$ cat src/rtl/des_round_controller_pkg.sv
`default_nettype none
// ============================================================================
//  Module      : des_round_controller_pkg
//  Description : Shared definitions for the iterative DES round controller.
//                Holds the IP / FP / PC-1 / PC-2 permutation tables, the key
//                rotation schedule, the controller state encoding and the
//                permutation / rotation helper functions.
//                Bit convention: vector index i == DES bit i+1, so index 0 is
//                the leftmost DES bit. Table entries are 1-based DES bit
//                numbers; the helpers convert them to vector indices.
//  Revision    : 1.0 - initial release
// ============================================================================
package des_round_controller_pkg;

  // Controller states
  typedef enum logic [1:0] {
    ST_IDLE  = 2'd0,
    ST_ROUND = 2'd1,
    ST_DONE  = 2'd2
  } state_t;

  // Initial permutation: output bit i takes input DES bit C_IP_TAB[i]
  localparam int C_IP_TAB [64] = '{
    58, 50, 42, 34, 26, 18, 10,  2, 60, 52, 44, 36, 28, 20, 12,  4,
    62, 54, 46, 38, 30, 22, 14,  6, 64, 56, 48, 40, 32, 24, 16,  8,
    57, 49, 41, 33, 25, 17,  9,  1, 59, 51, 43, 35, 27, 19, 11,  3,
    61, 53, 45, 37, 29, 21, 13,  5, 63, 55, 47, 39, 31, 23, 15,  7
  };

  // Final permutation (inverse of IP)
  localparam int C_FP_TAB [64] = '{
    40,  8, 48, 16, 56, 24, 64, 32, 39,  7, 47, 15, 55, 23, 63, 31,
    38,  6, 46, 14, 54, 22, 62, 30, 37,  5, 45, 13, 53, 21, 61, 29,
    36,  4, 44, 12, 52, 20, 60, 28, 35,  3, 43, 11, 51, 19, 59, 27,
    34,  2, 42, 10, 50, 18, 58, 26, 33,  1, 41,  9, 49, 17, 57, 25
  };

  // PC-1: first 28 outputs form C0, last 28 form D0; parity bits are dropped
  localparam int C_PC1_TAB [56] = '{
    57, 49, 41, 33, 25, 17,  9,  1, 58, 50, 42, 34, 26, 18,
    10,  2, 59, 51, 43, 35, 27, 19, 11,  3, 60, 52, 44, 36,
    63, 55, 47, 39, 31, 23, 15,  7, 62, 54, 46, 38, 30, 22,
    14,  6, 61, 53, 45, 37, 29, 21, 13,  5, 28, 20, 12,  4
  };

  // PC-2: selects the 48-bit round subkey from C||D
  localparam int C_PC2_TAB [48] = '{
    14, 17, 11, 24,  1,  5,  3, 28, 15,  6, 21, 10,
    23, 19, 12,  4, 26,  8, 16,  7, 27, 20, 13,  2,
    41, 52, 31, 37, 47, 55, 30, 40, 51, 45, 33, 48,
    44, 49, 39, 56, 34, 53, 46, 42, 50, 36, 29, 32
  };

  // Rotation schedule: bit k set means round k+1 rotates by 2, else by 1.
  // Rounds 1,2,9,16 rotate by 1; total over 16 rounds is 28.
  localparam logic [15:0] C_SH_TWO = 16'h7EFC;

  function automatic logic [63:0] des_ip(input logic [63:0] x);
    logic [63:0] y;
    y = '0;
    for (int i = 0; i < 64; i++) begin
      y[i] = x[6'(C_IP_TAB[i] - 1)];
    end
    return y;
  endfunction

  function automatic logic [63:0] des_fp(input logic [63:0] x);
    logic [63:0] y;
    y = '0;
    for (int i = 0; i < 64; i++) begin
      y[i] = x[6'(C_FP_TAB[i] - 1)];
    end
    return y;
  endfunction

  function automatic logic [55:0] des_pc1(input logic [63:0] x);
    logic [55:0] y;
    y = '0;
    for (int i = 0; i < 56; i++) begin
      y[i] = x[6'(C_PC1_TAB[i] - 1)];
    end
    return y;
  endfunction

  // Input is C||D in index order: {D, C} as an SV concatenation
  function automatic logic [47:0] des_pc2(input logic [55:0] x);
    logic [47:0] y;
    y = '0;
    for (int i = 0; i < 48; i++) begin
      y[i] = x[6'(C_PC2_TAB[i] - 1)];
    end
    return y;
  endfunction

  // DES left rotate: new X[i] = X[(i+s) mod 28]. With index 0 leftmost this
  // is a numeric right rotation of the SV vector.
  function automatic logic [27:0] des_rotl(input logic [27:0] x, input logic two);
    return two ? {x[1:0], x[27:2]} : {x[0], x[27:1]};
  endfunction

  // Exact inverse of des_rotl
  function automatic logic [27:0] des_rotr(input logic [27:0] x, input logic two);
    return two ? {x[25:0], x[27:26]} : {x[26:0], x[27]};
  endfunction

endpackage
`default_nettype wire

$ cat src/rtl/des_round_controller_if.sv
`default_nettype none
// ============================================================================
//  Module      : des_round_controller_if
//  Description : Job / result / f-function bus of the DES round controller.
//    in_valid  : block/key/decrypt valid          in_ready : controller idle
//    block     : 64-bit input block               key      : 64-bit DES key
//    decrypt   : 0 = encrypt, 1 = decrypt
//    fr        : R half to f-function             fk       : round subkey
//    f_in      : f(fr, fk), combinational return
//    out_valid : result valid                     out_ready: consumer ready
//    result    : 64-bit output block              round    : trace index
//    Modports: slave = controller view, master = environment view.
//  Revision    : 1.0 - initial release
// ============================================================================
interface des_round_controller_if;
  logic        in_valid;
  logic        in_ready;
  logic [63:0] block;
  logic [63:0] key;
  logic        decrypt;
  logic [31:0] fr;
  logic [47:0] fk;
  logic [31:0] f_in;
  logic        out_valid;
  logic        out_ready;
  logic [63:0] result;
  logic [3:0]  round;

  modport slave (
    input  in_valid, block, key, decrypt, f_in, out_ready,
    output in_ready, fr, fk, out_valid, result, round
  );

  modport master (
    output in_valid, block, key, decrypt, f_in, out_ready,
    input  in_ready, fr, fk, out_valid, result, round
  );
endinterface
`default_nettype wire

$ cat src/rtl/des_round_controller_key_schedule.sv
`default_nettype none
// ============================================================================
//  Module      : des_round_controller_key_schedule
//  Description : Holds the C/D key halves, loads them from PC-1 on job
//                accept and rotates them once per round, emitting the PC-2
//                subkey for the current round.
//    i_clk      : clock                   i_rst_n  : sync reset, active-low
//    i_load     : load C/D from PC1(i_key)
//    i_key      : 64-bit DES key
//    i_advance  : a round completes on this edge
//    i_decrypt  : latched job mode        i_round  : current round index 0..15
//    o_subkey   : 48-bit subkey for the current round
//  Revision    : 1.0 - initial release
// ============================================================================
module des_round_controller_key_schedule
  import des_round_controller_pkg::*;
(
  input  logic        i_clk,
  input  logic        i_rst_n,
  input  logic        i_load,
  input  logic [63:0] i_key,
  input  logic        i_advance,
  input  logic        i_decrypt,
  input  logic [3:0]  i_round,
  output logic [47:0] o_subkey
);

  logic [27:0] r_c;
  logic [27:0] r_d;

  logic [55:0] w_pc1;
  logic [3:0]  w_sh_idx;
  logic        w_two;
  logic [27:0] w_c_rot;
  logic [27:0] w_d_rot;
  logic [55:0] w_cd_sel;

  always_comb begin
    w_pc1 = des_pc1(i_key);

    // Encrypt round r uses SH[r] = bit (round); decrypt uses SH[17-r],
    // i.e. bit (15 - round), since the schedule is walked backwards.
    w_sh_idx = i_decrypt ? (4'd15 - i_round) : i_round;
    w_two    = C_SH_TWO[w_sh_idx];

    if (i_decrypt) begin
      w_c_rot = des_rotr(r_c, w_two);
      w_d_rot = des_rotr(r_d, w_two);
    end else begin
      w_c_rot = des_rotl(r_c, w_two);
      w_d_rot = des_rotl(r_d, w_two);
    end

    // Encrypt rotates before PC-2; decrypt uses the stored halves and
    // rotates afterwards, so C0/D0 directly yield K16 in round 1.
    if (i_advance && !i_decrypt) begin
      w_cd_sel = {w_d_rot, w_c_rot};
    end else begin
      w_cd_sel = {r_d, r_c};
    end

    o_subkey = des_pc2(w_cd_sel);
  end

  always_ff @(posedge i_clk) begin
    if (!i_rst_n) begin
      r_c <= '0;
      r_d <= '0;
    end else if (i_load) begin
      r_c <= w_pc1[27:0];
      r_d <= w_pc1[55:28];
    end else if (i_advance) begin
      r_c <= w_c_rot;
      r_d <= w_d_rot;
    end
  end

endmodule
`default_nettype wire

$ cat src/rtl/des_round_controller.sv
`default_nettype none
// ============================================================================
//  Module      : des_round_controller
//  Description : Iterative DES engine controller. Accepts one block + key,
//                applies IP, runs 16 Feistel rounds (one per clock) using an
//                external combinational f-function, then applies FP and
//                presents the result with a valid/ready handshake.
//    i_clk   : clock, all state on rising edge
//    i_rst_n : synchronous reset, active-low
//    bus     : des_round_controller_if.slave (job in, result out, f-function)
//  Revision    : 1.0 - initial release
// ============================================================================
module des_round_controller
  import des_round_controller_pkg::*;
(
  input  logic                   i_clk,
  input  logic                   i_rst_n,
  des_round_controller_if.slave  bus
);

  state_t      r_state;
  state_t      w_state_next;

  logic [3:0]  r_round;
  logic [31:0] r_l;
  logic [31:0] r_r;
  logic [63:0] r_result;
  logic        r_out_valid;
  logic        r_decrypt;

  logic        w_in_ready;
  logic        w_accept;
  logic        w_in_round;
  logic        w_last;
  logic [63:0] w_ip;
  logic [31:0] w_r_next;
  logic [47:0] w_subkey;

  assign w_accept   = bus.in_valid && w_in_ready;
  assign w_in_round = (r_state == ST_ROUND);
  assign w_last     = (r_round == 4'd15);
  assign w_ip       = des_ip(bus.block);
  assign w_r_next   = r_l ^ bus.f_in;

  des_round_controller_key_schedule u_key_schedule (
    .i_clk     (i_clk),
    .i_rst_n   (i_rst_n),
    .i_load    (w_accept),
    .i_key     (bus.key),
    .i_advance (w_in_round),
    .i_decrypt (r_decrypt),
    .i_round   (r_round),
    .o_subkey  (w_subkey)
  );

  // State register
  always_ff @(posedge i_clk) begin
    if (!i_rst_n) begin
      r_state <= ST_IDLE;
    end else begin
      r_state <= w_state_next;
    end
  end

  // Next-state logic
  always_comb begin
    w_state_next = r_state;
    case (r_state)
      ST_IDLE:  if (w_accept)      w_state_next = ST_ROUND;
      ST_ROUND: if (w_last)        w_state_next = ST_DONE;
      ST_DONE:  if (bus.out_ready) w_state_next = ST_IDLE;
      default:                     w_state_next = ST_IDLE;
    endcase
  end

  // Outputs
  always_comb begin
    w_in_ready    = (r_state == ST_IDLE);
    bus.in_ready  = w_in_ready;
    bus.round     = w_in_round ? r_round : 4'd0;
    bus.fr        = r_r;
    bus.fk        = w_subkey;
    bus.out_valid = r_out_valid;
    bus.result    = r_result;
  end

  // Feistel datapath, round counter and result register
  always_ff @(posedge i_clk) begin
    if (!i_rst_n) begin
      r_round     <= 4'd0;
      r_l         <= '0;
      r_r         <= '0;
      r_result    <= '0;
      r_out_valid <= 1'b0;
      r_decrypt   <= 1'b0;
    end else if (w_accept) begin
      r_l       <= w_ip[31:0];
      r_r       <= w_ip[63:32];
      r_decrypt <= bus.decrypt;
      r_round   <= 4'd0;
    end else if (w_in_round) begin
      r_l     <= r_r;
      r_r     <= w_r_next;
      // Wraps back to 0 after round 15, ready for the next job
      r_round <= r_round + 4'd1;
      if (w_last) begin
        // Preoutput swaps halves: left = R16 (indices 0..31), right = L16
        r_result    <= des_fp({r_r, w_r_next});
        r_out_valid <= 1'b1;
      end
    end else if ((r_state == ST_DONE) && bus.out_ready) begin
      r_out_valid <= 1'b0;
    end
  end

endmodule
`default_nettype wire
$ cat src/flat_wrapper.sv
// flat-port wrapper written by rule: the top's interface ports become plain ports
module des_round_controller_flat import des_round_controller_pkg::*;
  (i_clk, i_rst_n, bus_in_valid, bus_block, bus_key, bus_decrypt, bus_f_in, bus_out_ready, bus_in_ready, bus_fr, bus_fk, bus_out_valid, bus_result, bus_round);
  des_round_controller_if bus_i ();
  input  logic i_clk;
  input  logic i_rst_n;
  input wire logic [$bits(bus_i.in_valid)-1:0] bus_in_valid;
  input wire logic [$bits(bus_i.block)-1:0] bus_block;
  input wire logic [$bits(bus_i.key)-1:0] bus_key;
  input wire logic [$bits(bus_i.decrypt)-1:0] bus_decrypt;
  input wire logic [$bits(bus_i.f_in)-1:0] bus_f_in;
  input wire logic [$bits(bus_i.out_ready)-1:0] bus_out_ready;
  output wire logic [$bits(bus_i.in_ready)-1:0] bus_in_ready;
  output wire logic [$bits(bus_i.fr)-1:0] bus_fr;
  output wire logic [$bits(bus_i.fk)-1:0] bus_fk;
  output wire logic [$bits(bus_i.out_valid)-1:0] bus_out_valid;
  output wire logic [$bits(bus_i.result)-1:0] bus_result;
  output wire logic [$bits(bus_i.round)-1:0] bus_round;
  assign bus_i.in_valid = bus_in_valid;
  assign bus_i.block = bus_block;
  assign bus_i.key = bus_key;
  assign bus_i.decrypt = bus_decrypt;
  assign bus_i.f_in = bus_f_in;
  assign bus_i.out_ready = bus_out_ready;
  assign bus_in_ready = bus_i.in_ready;
  assign bus_fr = bus_i.fr;
  assign bus_fk = bus_i.fk;
  assign bus_out_valid = bus_i.out_valid;
  assign bus_result = bus_i.result;
  assign bus_round = bus_i.round;
  des_round_controller u_core (.i_clk(i_clk), .i_rst_n(i_rst_n), .bus(bus_i));
endmodule
$ cat config.mk
export PLATFORM = sky130hd
export DESIGN_NAME = des_round_controller_flat
export DESIGN_NICKNAME = d
export VERILOG_FILES = /design/src/rtl/des_round_controller_pkg.sv /design/src/rtl/des_round_controller_if.sv /design/src/rtl/des_round_controller_key_schedule.sv /design/src/rtl/des_round_controller.sv /design/src/flat_wrapper.sv
export SDC_FILE = /design/constraint.sdc
export NUM_CORES = 1
export LEC_CHECK = 0
export BUFFER_PORTS_ARGS = -buffer_cell sky130_fd_sc_hd__buf_2
export CAP_MARGIN = 0
export CORE_MARGIN = 8
export CORE_UTILIZATION = 40
export DETAILED_ROUTE_END_ITERATION = 16
export PLACE_DENSITY = 0.72
export SLEW_MARGIN = 20
export SYNTH_ARGS = -nofsm -noshare
export SYNTH_HDL_FRONTEND = slang
export SYNTH_SLANG_ARGS = --single-unit
$ cat constraint.sdc
create_clock -name i_clk -period 2.62 [get_ports i_clk]
set_input_delay 0.131 -clock i_clk [delete_from_list [all_inputs] [get_ports i_clk]]
set_output_delay 0.131 -clock i_clk [all_outputs]
set_load 0.02 [all_outputs]
**Word-level counts from Yosys, hierarchy flattened**

Memory sizes are Yosys's and may differ from the RTL's.
Cells that the tools add are included.

- Multipliers: 0
- Divide/modulo/power cells: 0
- Add/subtract/negate cells: 2
- Shift-type cells: 0
- Equal/unequal tests: 6
- Reductions and logical operators: 11
- Bitwise gates (word level): 3
- Muxes and demuxes: 25
- $lt $le $gt $ge: 1

Operators with widths:

| operator | number |
|---|---|
| 2-to-1 mux 28 bit | 10 |
| 2-to-1 mux 32 bit | 5 |
| bitwise XOR 32 bit | 1 |
| AND reduction 3 bit | 3 |
| 2-to-1 mux 4 bit | 2 |
| 2-to-1 mux 2 bit | 3 |
| one-hot mux 2 bit (3 select lines) | 1 |
| < comparator 4 x 5 -> 1 bit, second input constant | 1 |
| adder 4 x 1 -> 4 bit, second input constant | 1 |
| == test 4 bit, second input constant | 1 |
| 2-to-1 mux 1 bit | 4 |
| != test 2 bit, second input constant | 2 |
| nonzero test 2 bit | 2 |
| subtractor 4 bit, first input constant | 1 |
| logical AND 1 bit | 3 |
| == test 2 x 1 -> 1 bit, second input constant | 1 |
| == test 2 bit, second input constant | 1 |
| logical NOT 2 bit | 1 |
| != test 2 x 1 -> 1 bit, second input constant | 1 |
| NOT 1 bit | 2 |
| OR reduction 2 bit | 1 |
| logical NOT 1 bit | 1 |

- Register bits after elaboration: 160
- Output and inout port bits: 150
- Latch bits: 0
- Word-level logic and storage cells: 58
- RAM bits: 0
- Input bits: 165
- Bits in read-only memories: 16
- Memories kept: 1

Memory list:

| name | words | width | read ports | clocked after Yosys merged registers in | write ports | line | source |
|---|---|---|---|---|---|---|---|
| (name not given) | 16 | 1 | 1 | 0 | 0 | des_round_controller_key_schedule.sv:44 | `w_two = C_SH_TWO[w_sh_idx];` |

**Depth between registers and ports, before layout**

Gate-level depths: netlist of run 1.

- Depth in word-level cells: 8
- Mapped depth: 8
- Gate-level depth less buffers: 5

**Cells and area by module**

A second synthesis of run 1 with hierarchy kept.

- Cell total of the unflattened synthesis: 1371
- Area total of the unflattened synthesis: 10342.4 um2

By module, submodules not included:

| module | times used | cells an instance | seq. area each (um2) | area each (um2) |
|---|---|---|---|---|
| des_round_controller_key_schedule | 1 | 860 | 1121.1 | 5816.8 |
| des_round_controller | 1 | 511 | 2082.0 | 4525.6 |

**Worst setup path before layout of run 1**

OpenSTA, ideal clock, no wires.

- Path type: reg2out
- From: register u_core.r_round[0]
- To: output bus_fk[16]
- Setup slack: 0.484 ns
- Arrival: 2.005 ns
- Buffers on the path: 3
- Stages on the path, launching flop included: 8
- Data required time: 2.489 ns
- Cell sequence: dfxtp_1 buf_4 maj3_2 mux2i_4 buf_2 buf_4 nand2_1 a31oi_1

- Longest elaborated chain between the ends: 7
- Elaborated cells on any way between the ends: 8
- Those cells by class: add/sub: 1; mux: 6; memory: 1

RTL lines:

| element | line | source |
|---|---|---|
| start: declaration | des_round_controller.sv:24 | `logic [3:0] r_round;` |
| start signal: assignment | des_round_controller.sv:105 | `r_round <= r_round + 4'd1;` |
| subtractor 4 bit | des_round_controller_key_schedule.sv:43 | `w_sh_idx = i_decrypt ? (4'd15 - i_round) : i_round;` |
| 2-to-1 mux 4 bit (*) | des_round_controller_key_schedule.sv:43 |  |
| memory read (16 x 1 bit) (*) | - |  |
| 2-to-1 mux 1 bit (implied by the code) (*) | des_round_controller_key_schedule.sv:44 |  |
| 2-to-1 mux 28 bit, on equally long branches | des_round_controller_pkg.sv:98, des_round_controller_pkg.sv:103 |  |
| 2-to-1 mux 28 bit (*) | des_round_controller_key_schedule.sv:46 | `if (i_decrypt) begin` |
| 2-to-1 mux 32 bit (*) | des_round_controller_key_schedule.sv:56 | `if (i_advance && !i_decrypt) begin` |
| end: declaration | flat_wrapper.sv:15 | `output wire logic [$bits(bus_i.fk)-1:0] bus_fk;` |

Mark *: on every way between the ends. The rest lies on a longest branch, timed or not. The select of a mux whose other input is x is not followed.

**Final worst setup path of run 1**

- From: register u_core.r_decrypt
- To: output bus_fk[8]

- Longest elaborated chain between the ends: 6
- Elaborated cells on any way between the ends: 9
- Those cells by class: mux: 6; reduce/logical: 2; memory: 1

RTL lines:

| element | line | source |
|---|---|---|
| start: declaration | des_round_controller.sv:29 | `logic r_decrypt;` |
| start signal: assignment | des_round_controller.sv:99 | `r_decrypt <= bus.decrypt;` |
| 2-to-1 mux 4 bit | des_round_controller_key_schedule.sv:43 |  |
| memory read (16 x 1 bit) | - |  |
| 2-to-1 mux 1 bit (implied by the code) | des_round_controller_key_schedule.sv:44 |  |
| 2-to-1 mux 28 bit, on equally long branches | des_round_controller_pkg.sv:98, des_round_controller_pkg.sv:103 |  |
| 2-to-1 mux 28 bit | des_round_controller_key_schedule.sv:46 |  |
| 2-to-1 mux 32 bit (*) | des_round_controller_key_schedule.sv:56 |  |

Marked as above.

==> results by group, run 1 <==
Status
  – Status: finished, final reports clean

Placement
  – Post-DP HPWL: 21.4 mm
  – Port Buffers: 194
  – Number of placed instances, taps included: 1,585
  – GP Congestion: 0.851
  – Pre-CTS setup slack: 0.375 ns

Logic synthesis
  – Yosys warning count: 0
  – Synth Flop Type: dfxtp_1
  – EDFF count, synth: 0
  – Cell Area, Synth: 0.00922 sq mm
  – Post-Syn Instances: 1,181
  – Yosys top cell by area: dfxtp_1
  – Yosys top cell area share: 0.347
  – Avg Synthesized Cell Area: 7.81 sq um
  – Synth area leaders: dfxtp_1, nand2_1, a21oi_1
  – Register area share after synthesis: 0.347
  – Post-synth cell types: 48
  – Asr flop ratio synth: 0
  – Yosys reg bits: 160

Min path
  – Min-delay src: bus_block[13]
  – WHS Path Cells: 3
  – Worst Hold Path EP: u_core.r_l[22]$_SDFFE_PN0P_
  – HP Class: primary input to flip-flop

Worst setup path
  – CP Capture Type: output pin
  – R2r startpoint: u_core.r_state[1]$_SDFFE_PN0P_
  – Worst Setup Path Type: flip-flop to output pin
  – Nature of the critical path startpoint: flip-flop
  – RR Endpoint: u_core.u_key_schedule.r_d[11]$_SDFFE_PN0P_
  – Worst-path maximum fanout: 36
  – Critical path, cell by cell: maj3_2 > mux2_8 > mux2_4 > nand2_1 > nand2_1 > buf_2
  – Crit path largest cell delay: 0.49 ns
  – CP top delay family: multiplexers
  – Critical path depth: 6
  – Worst-case reg-to-reg path depth: 6
  – Crit-path slowest cell: mux2_8
  – Data required time of the worst path: 2.49 ns
  – Arrival @ worst endpoint: 2.34 ns
  – Buf/Inv on CP: 1
  – R2R setup slack: 0.27 ns
  – CP most frequent cell: nand2_1
  – Critical Path Start: u_core.r_decrypt$_SDFFE_PN0P_

Timing
  – Pins Over Slew Limit: 0
  – Worst Tran Pin Value: 1.13 ns
  – Max_slew headroom: 0.244
  – Setup violators final: 0
  – Fmax: 404 MHz
  – Fin. Hold Viols: 0
  – Fin worst setup slack: 0.145 ns
  – Setup Skew: 0.0205 ns
  – Clock period minus worst slack: 2.48 ns
  – Setup_tns: 0 ns
  – Tcrit/Tclk final: 0.945
  – RSZ-0062 raised after global routing: no

Detailed routing
  – Iter 0 DRT Violations: 1,046
  – Vias per Instance: 5.71
  – Routed Antenna Nets: 0
  – Drc violations: 0
  – Drt pass-1 iters: 5
  – Drt wl/cell: 19.2 microns
  – Routed WL: 31.6 mm
  – Via count: 9,381

Power
  – Total power: 6.29 mW
  – PD cells: 566 mW/mm^2
  – Peak supply drop: 0.467 mV
  – Static Leak: 4.69 nW

Job
  – Max-cap violations: 0

CTS
  – Root buffer cell: clkbuf_16
  – Max clock buf depth: 2
  – Clk sinks: 160
  – Worst-path clk slew: 0.07 ns
  – Depth of the CTS H-tree: 4
  – CTS buffer count: 17
  – Post-CTS setup buffer count: 0
  – TritonCTS clock tree: built
  – Worst-Skew Late Latency: 0.44 ns

Floorplan
  – Initial Util: 0.407
  – Chip height: 168 microns
  – Rows: 55
  – X dimension of the die: 168 microns
  – I/O pin total: 315
  – Core area: 0.0226 sq mm
  – DIE AREA: 0.0282 sq mm

Cells and area
  – Final core occ: 0.491
  – Final Instance Count excl. Fillers: 1,642
  – Most frequent cells in the layout: nand2_1, buf_2, dfxtp_1, a21oi_1, nor2_1
  – Share of layout cells above drive strength 1: 0.209
  – Fill count: 2,212
  – Commonest non-fill, non-tap cell in the layout: nand2_1
  – ANT cells: 0
  – Nets: 1,510
  – Area grow syn2layout: 20.5%

Global route
  – Largest net degree at the start of global routing: 74
  – Vias in the first global route: 8,992
  – Initial antenna violation count: 2
  – Gr ovfl total: 0
  – First-pass GRT wire length: 49.6 mm
  – Tot GR Track Use: 0.214
layout make-up:
class	instances	area [sq um]	area share
Clock inverter	14	168	0.0151
Sequential cell	160	3200	0.288
Clock buffer	18	429	0.0386
Inverter	8	30.0	0.00270
Timing Repair Buffer	252	1530	0.138
Multi-Input combinational cell	905	5390	0.485
Tap cell	285	357	0.0321
routing by layer:
metal / share of wire / global-route usage / wire length [microns] / vias to the layer above
met1: 0.41 / 0.267 / 12800 / 4407
met4: 0.020 / 0.0637 / 625 / 4
met3: 0.11 / 0.0674 / 3390 / 48
met2: 0.47 / 0.348 / 14700 / 514
met5: 0.00057 / 0 / 18 / -
li1: - / - / - / 4408
kinds of logic (layout without fill, tap and decap cells):
kind of cell    Yosys count  after routing  synth area share
mux                      40             40            0.0482
xor+xnor                 35             35            0.0332
buf+inv                 167            292            0.0935
other cells               1             52          0.000407
flops                   160            160             0.347
compound gates          369            369             0.283
simple gates            407            407             0.192
fa+ha+maj                 2              2           0.00258
state kept, by name (all words and copies together) (netlist names):
signal,cells
u_core.bus.fr,32
u_core.bus.result,32
u_core.r_l,32
u_core.u_key_schedule.r_c,28
u_core.u_key_schedule.r_d,28
u_core.r_round,4
u_core.r_state,2
u_core.bus.out_valid,1
u_core.r_decrypt,1
Yosys cell counts, types with 9 or more instances:
library cell	n
a22oi_1	16
nor2b_1	49
nand2b_1	15
xnor2_1	10
o221a_2	9
o211a_1	10
buf_1	10
o31a_1	16
a21boi_0	26
o311ai_0	12
buf_4	54
nand2_1	216
a21o_1	30
o21ai_0	27
o221ai_1	49
o21a_1	19
buf_2	14
a31oi_1	19
o211ai_1	9
a21oi_1	89
o22ai_1	23
mux2i_1	32
dfxtp_1	160
clkbuf_1	79
nor3_1	13
xor2_1	25
nand3_1	19
nor2_1	80
stage by stage:
stage                     hold WS, ns  instance area [sq um]
final                          0.0204                  11100
after global routing           0.0209                  11100
after CTS                     0.00138                  11100
after detailed placement        0.395                  10300
after global placement          0.383                  10300
after floorplan                 0.276                   9410
how the worst max path moves through the flow:
stage	endpoint	slack, ns
floorplan	bus_fk[16]	0.48
global placement	u_core.u_key_schedule.r_d[26]$_SDFFE_PN0P_	0.44
detailed placement	u_core.u_key_schedule.r_d[11]$_SDFFE_PN0P_	0.37
CTS	bus_fk[8]	0.05
global route	bus_fk[13]	0.05
finish	bus_fk[8]	0.14
timing repair:
action,in CTS,in global routing
gates resized for setup,0,1
hold endpoints to repair,25,0
hold buffers,25,0
endpoints found under the setup margin,0,10
tightest hold or removal path, stage by stage:
cell and delay (ns):
buf_2 0.07, o22ai_1 0.06, a21oi_1 0.14
report_power, final:
part           leakage, nW  internal, mW  switching [mW]
Clock                0.290          1.29            1.21
Sequential            1.31          2.55           0.130
Combinational         3.09         0.411           0.705
No activity file was read; power rests on OpenSTA's default activity.
==> run 2, diff against run 1 <==
--- a/config.mk
+++ b/config.mk
@@ -10,7 +10,7 @@
 export CORE_MARGIN = 8
 export CORE_UTILIZATION = 40
 export DETAILED_ROUTE_END_ITERATION = 16
-export PLACE_DENSITY = 0.72
+export PLACE_DENSITY = 0.75
 export SLEW_MARGIN = 20
 export SYNTH_ARGS = -nofsm -noshare
 export SYNTH_HDL_FRONTEND = slang
==> constraint.sdc (replaced) <==
create_clock -name i_clk -period 2 [get_ports i_clk]
set_input_delay 0.1 -clock i_clk [delete_from_list [all_inputs] [get_ports i_clk]]
set_output_delay 0.1 -clock i_clk [all_outputs]
set_load 0.02 [all_outputs]
==> run 2 against run 1 <==
The run now ends with setup timing left. Die area unchanged. Clock power increased by 35%. Worst setup slack got worse by 0.51 ns. Combinational power increased by 66%. Flip-flop and latch count unchanged. Sequential power increased by 32%. Critical path type unchanged. Power increased by 40%. Register-to-register slack got worse by 0.46 ns. Non-clock buffer count increased by 72. Utilization increased by 7.4 points. Global-route usage increased by 1.6 points.
==> results by group, run 2 (same netlist as run 1, synthesis figures left out) <==
Status
  – Status: finished, violations left
  – Failing checks: setup timing

Cells and area
  – Commonest non-fill, non-tap cell in the layout: nand2_1
  – Share of layout cells above drive strength 1: 0.315 (+0.106)
  – Multi-input gate area: 0.00603 sq mm (+12%)
  – Final core occ: 0.565 (+0.0743)
  – Area grow syn2layout: 38.8%
  – Reg area: 0.00321 sq mm (+0.12%)
  – Most frequent cells in the layout: nand2_1, buf_2, dfxtp_1, nor2_1, a21oi_1
  – Final Cell Area: 0.0128 sq mm (+15%)
  – Fill count: 1,894 (-14%)
  – Nets: 1,583 (+4.8%)

Detailed routing
  – Routed Antenna Nets: 0 (unchanged)
  – Drt pass-1 iters: 6 (+1)
  – Drt wl/cell: 20.6 microns (+6.9%)
  – Routed WL: 35.3 mm (+12%)
  – Iter 0 DRT Violations: 1,202 (+15%)
  – Vias per Instance: 5.86 (+2.6%)
  – Via count: 10.1k (+7.2%)
  – Drc violations: 0 (unchanged)

Job
  – Max-cap violations: 0 (unchanged)

CTS
  – Max clock buf depth: 2 (unchanged)
  – Root buffer cell: clkbuf_16
  – TritonCTS clock tree: built
  – Worst-path clk slew: 0.07 ns (about the same)
  – Depth of the CTS H-tree: 4 (unchanged)
  – Clk sinks: 160 (unchanged)
  – Worst-Skew Late Latency: 0.45 ns (about the same)
  – CTS buffer count: 17 (unchanged)

Timing
  – Setup violators final: 52 (+52)
  – Fin. Hold Viols: 0 (unchanged)
  – Pins Over Slew Limit: 0 (unchanged)
  – Fmax: 423 MHz
  – Worst Tran Pin Value: 0.898 ns (-0.232 ns)
  – Tcrit/Tclk final: 1.18
  – Fin worst setup slack: -0.367 ns (-0.512 ns)
  – Setup Skew: 0.0135 ns (-0.00701 ns)
  – Max_slew headroom: 0.399 (+0.155)
  – Clock period minus worst slack: 2.37 ns
  – RSZ-0062 raised after global routing: yes

Worst setup path
  – Arrival @ worst endpoint: 2.27 ns (-0.07 ns)
  – Worst-path maximum fanout: 7 (-81%)
  – CP Capture Type: output pin
  – Data required time of the worst path: 1.90 ns (-0.59 ns)
  – Worst Setup Path Type: flip-flop to output pin
  – Nature of the critical path startpoint: flip-flop

Placement
  – GP Congestion: 0.875 (+2.9%)
  – Port Buffers: 194 (unchanged)
  – Post-DP HPWL: 22.2 mm (+3.6%)
  – Placed Instance Area: 0.0107 sq mm (+3.9%)

Power
  – PD cells: 686 mW/mm^2 (+21%)
  – Static Leak: 5.43 nW (+16%)
  – Peak supply drop: 0.657 mV (+41%)

Global route
  – First-pass GRT wire length: 53.1 mm (+7.1%)
  – Tot GR Track Use: 0.230 (+0.0158)
  – Gr ovfl total: 0 (unchanged)
  – Initial antenna violation count: 2 (unchanged)
  – Largest net degree at the start of global routing: 68 (-8.1%)
  – Vias in the first global route: 9,829 (+9.3%)

Floorplan
  – DIE AREA: 0.0282 sq mm (unchanged)
  – I/O pin total: 315 (unchanged)
  – Core area: 0.0226 sq mm (unchanged)
  – X dimension of the die: 168 microns (unchanged)
  – Chip height: 168 microns (unchanged)
  – Rows: 55 (unchanged)
  – Initial Util: 0.407 (unchanged)

Min path
  – HP Class: primary input to flip-flop
[run 2: cell count changes in the layout (fill, tap and decap cells not counted), sizes merged]
cell         delta
clkinvlp        +1
or2             +1
dlygate4sd3     +2
diode           +1
buf            +69
[run 2: final cells by class]
class | count | area share
antenna | 1 | 0.000196
tap | 285 | 0.0279
clock buffer | 17 | 0.0332
timing repair buffer | 324 | 0.200
sequential | 160 | 0.251
inverter | 8 | 0.00235
clock inverter | 15 | 0.0147
multi-input combinational | 906 | 0.471
[run 2: routing by layer]
layer | GRT usage | share of wire | vias up
met5 | 0 | 0.00023 | -
met4 | 0.115 | 0.044 | 2
met3 | 0.0709 | 0.11 | 121
met2 | 0.374 | 0.47 | 623
met1 | 0.270 | 0.38 | 4746
li1 | - | - | 4566
[run 2: critical path, stage by stage (launching register included)]
cell     delay, ns
dfxtp_2       0.33
maj3_2        0.33
mux2_4        0.40
buf_6         0.16
mux2_4        0.33
nand2_4       0.09
nand2_4       0.07
buf_6         0.13
[run 2: power breakdown]
part | total, mW | leakage (nW) | switching (mW) | internal, mW
sequential | 3.53 | 1.31 | 0.198 | 3.34
combinational | 1.86 | 3.83 | 1.08 | 0.775
clock | 3.38 | 0.294 | 1.68 | 1.70
total | 8.78 | 5.43 | 2.96 | 5.81
[run 2: metrics by stage]
step                      TNS (ns)  total power [mW]  cells  hold slack [ns]  setup slack (ns)
after global placement           0              5.02   1617            0.352            0.0148
after global routing        -13.59              9.05   1716           0.0196            -0.413
after detailed placement   -0.0426              5.05   1617            0.359           -0.0139
after floorplan             -0.150              4.57   1232            0.245           -0.0369
final                       -10.45              8.78   1716          0.00817            -0.367
after CTS                   -10.86              8.59   1699         0.000975            -0.343
[run 2: what timing repair did]
action / CTS / global route
endpoints found under the hold margin: 28 / 0
cloned: 2 / 3
hold buffers: 27 / 0
pin swaps: 32 / 49
setup endpoints to repair: 40 / 72
buffers inserted: 22 / 19
gates resized for setup: 117 / 127
[run 2: final timing paths]
check | to | from | slack, ns | cells past startpoint
max reg2reg | u_core.u_key_schedule.r_d[4]$_SDFFE_PN0P_ | u_core.r_round[3]$_SDFFE_PP0N_ | -0.19 | 9
min reg2reg | u_core.r_l[10]$_SDFFE_PN0P_ | u_core.bus.fr[10]$_SDFFE_PN0P_ | 0.47 | 2
min | u_core.r_l[23]$_SDFFE_PN0P_ | bus_block[5] | 0.008 | 3
max | bus_fk[10] | u_core.r_round[3]$_SDFFE_PP0N_ | -0.37 | 7
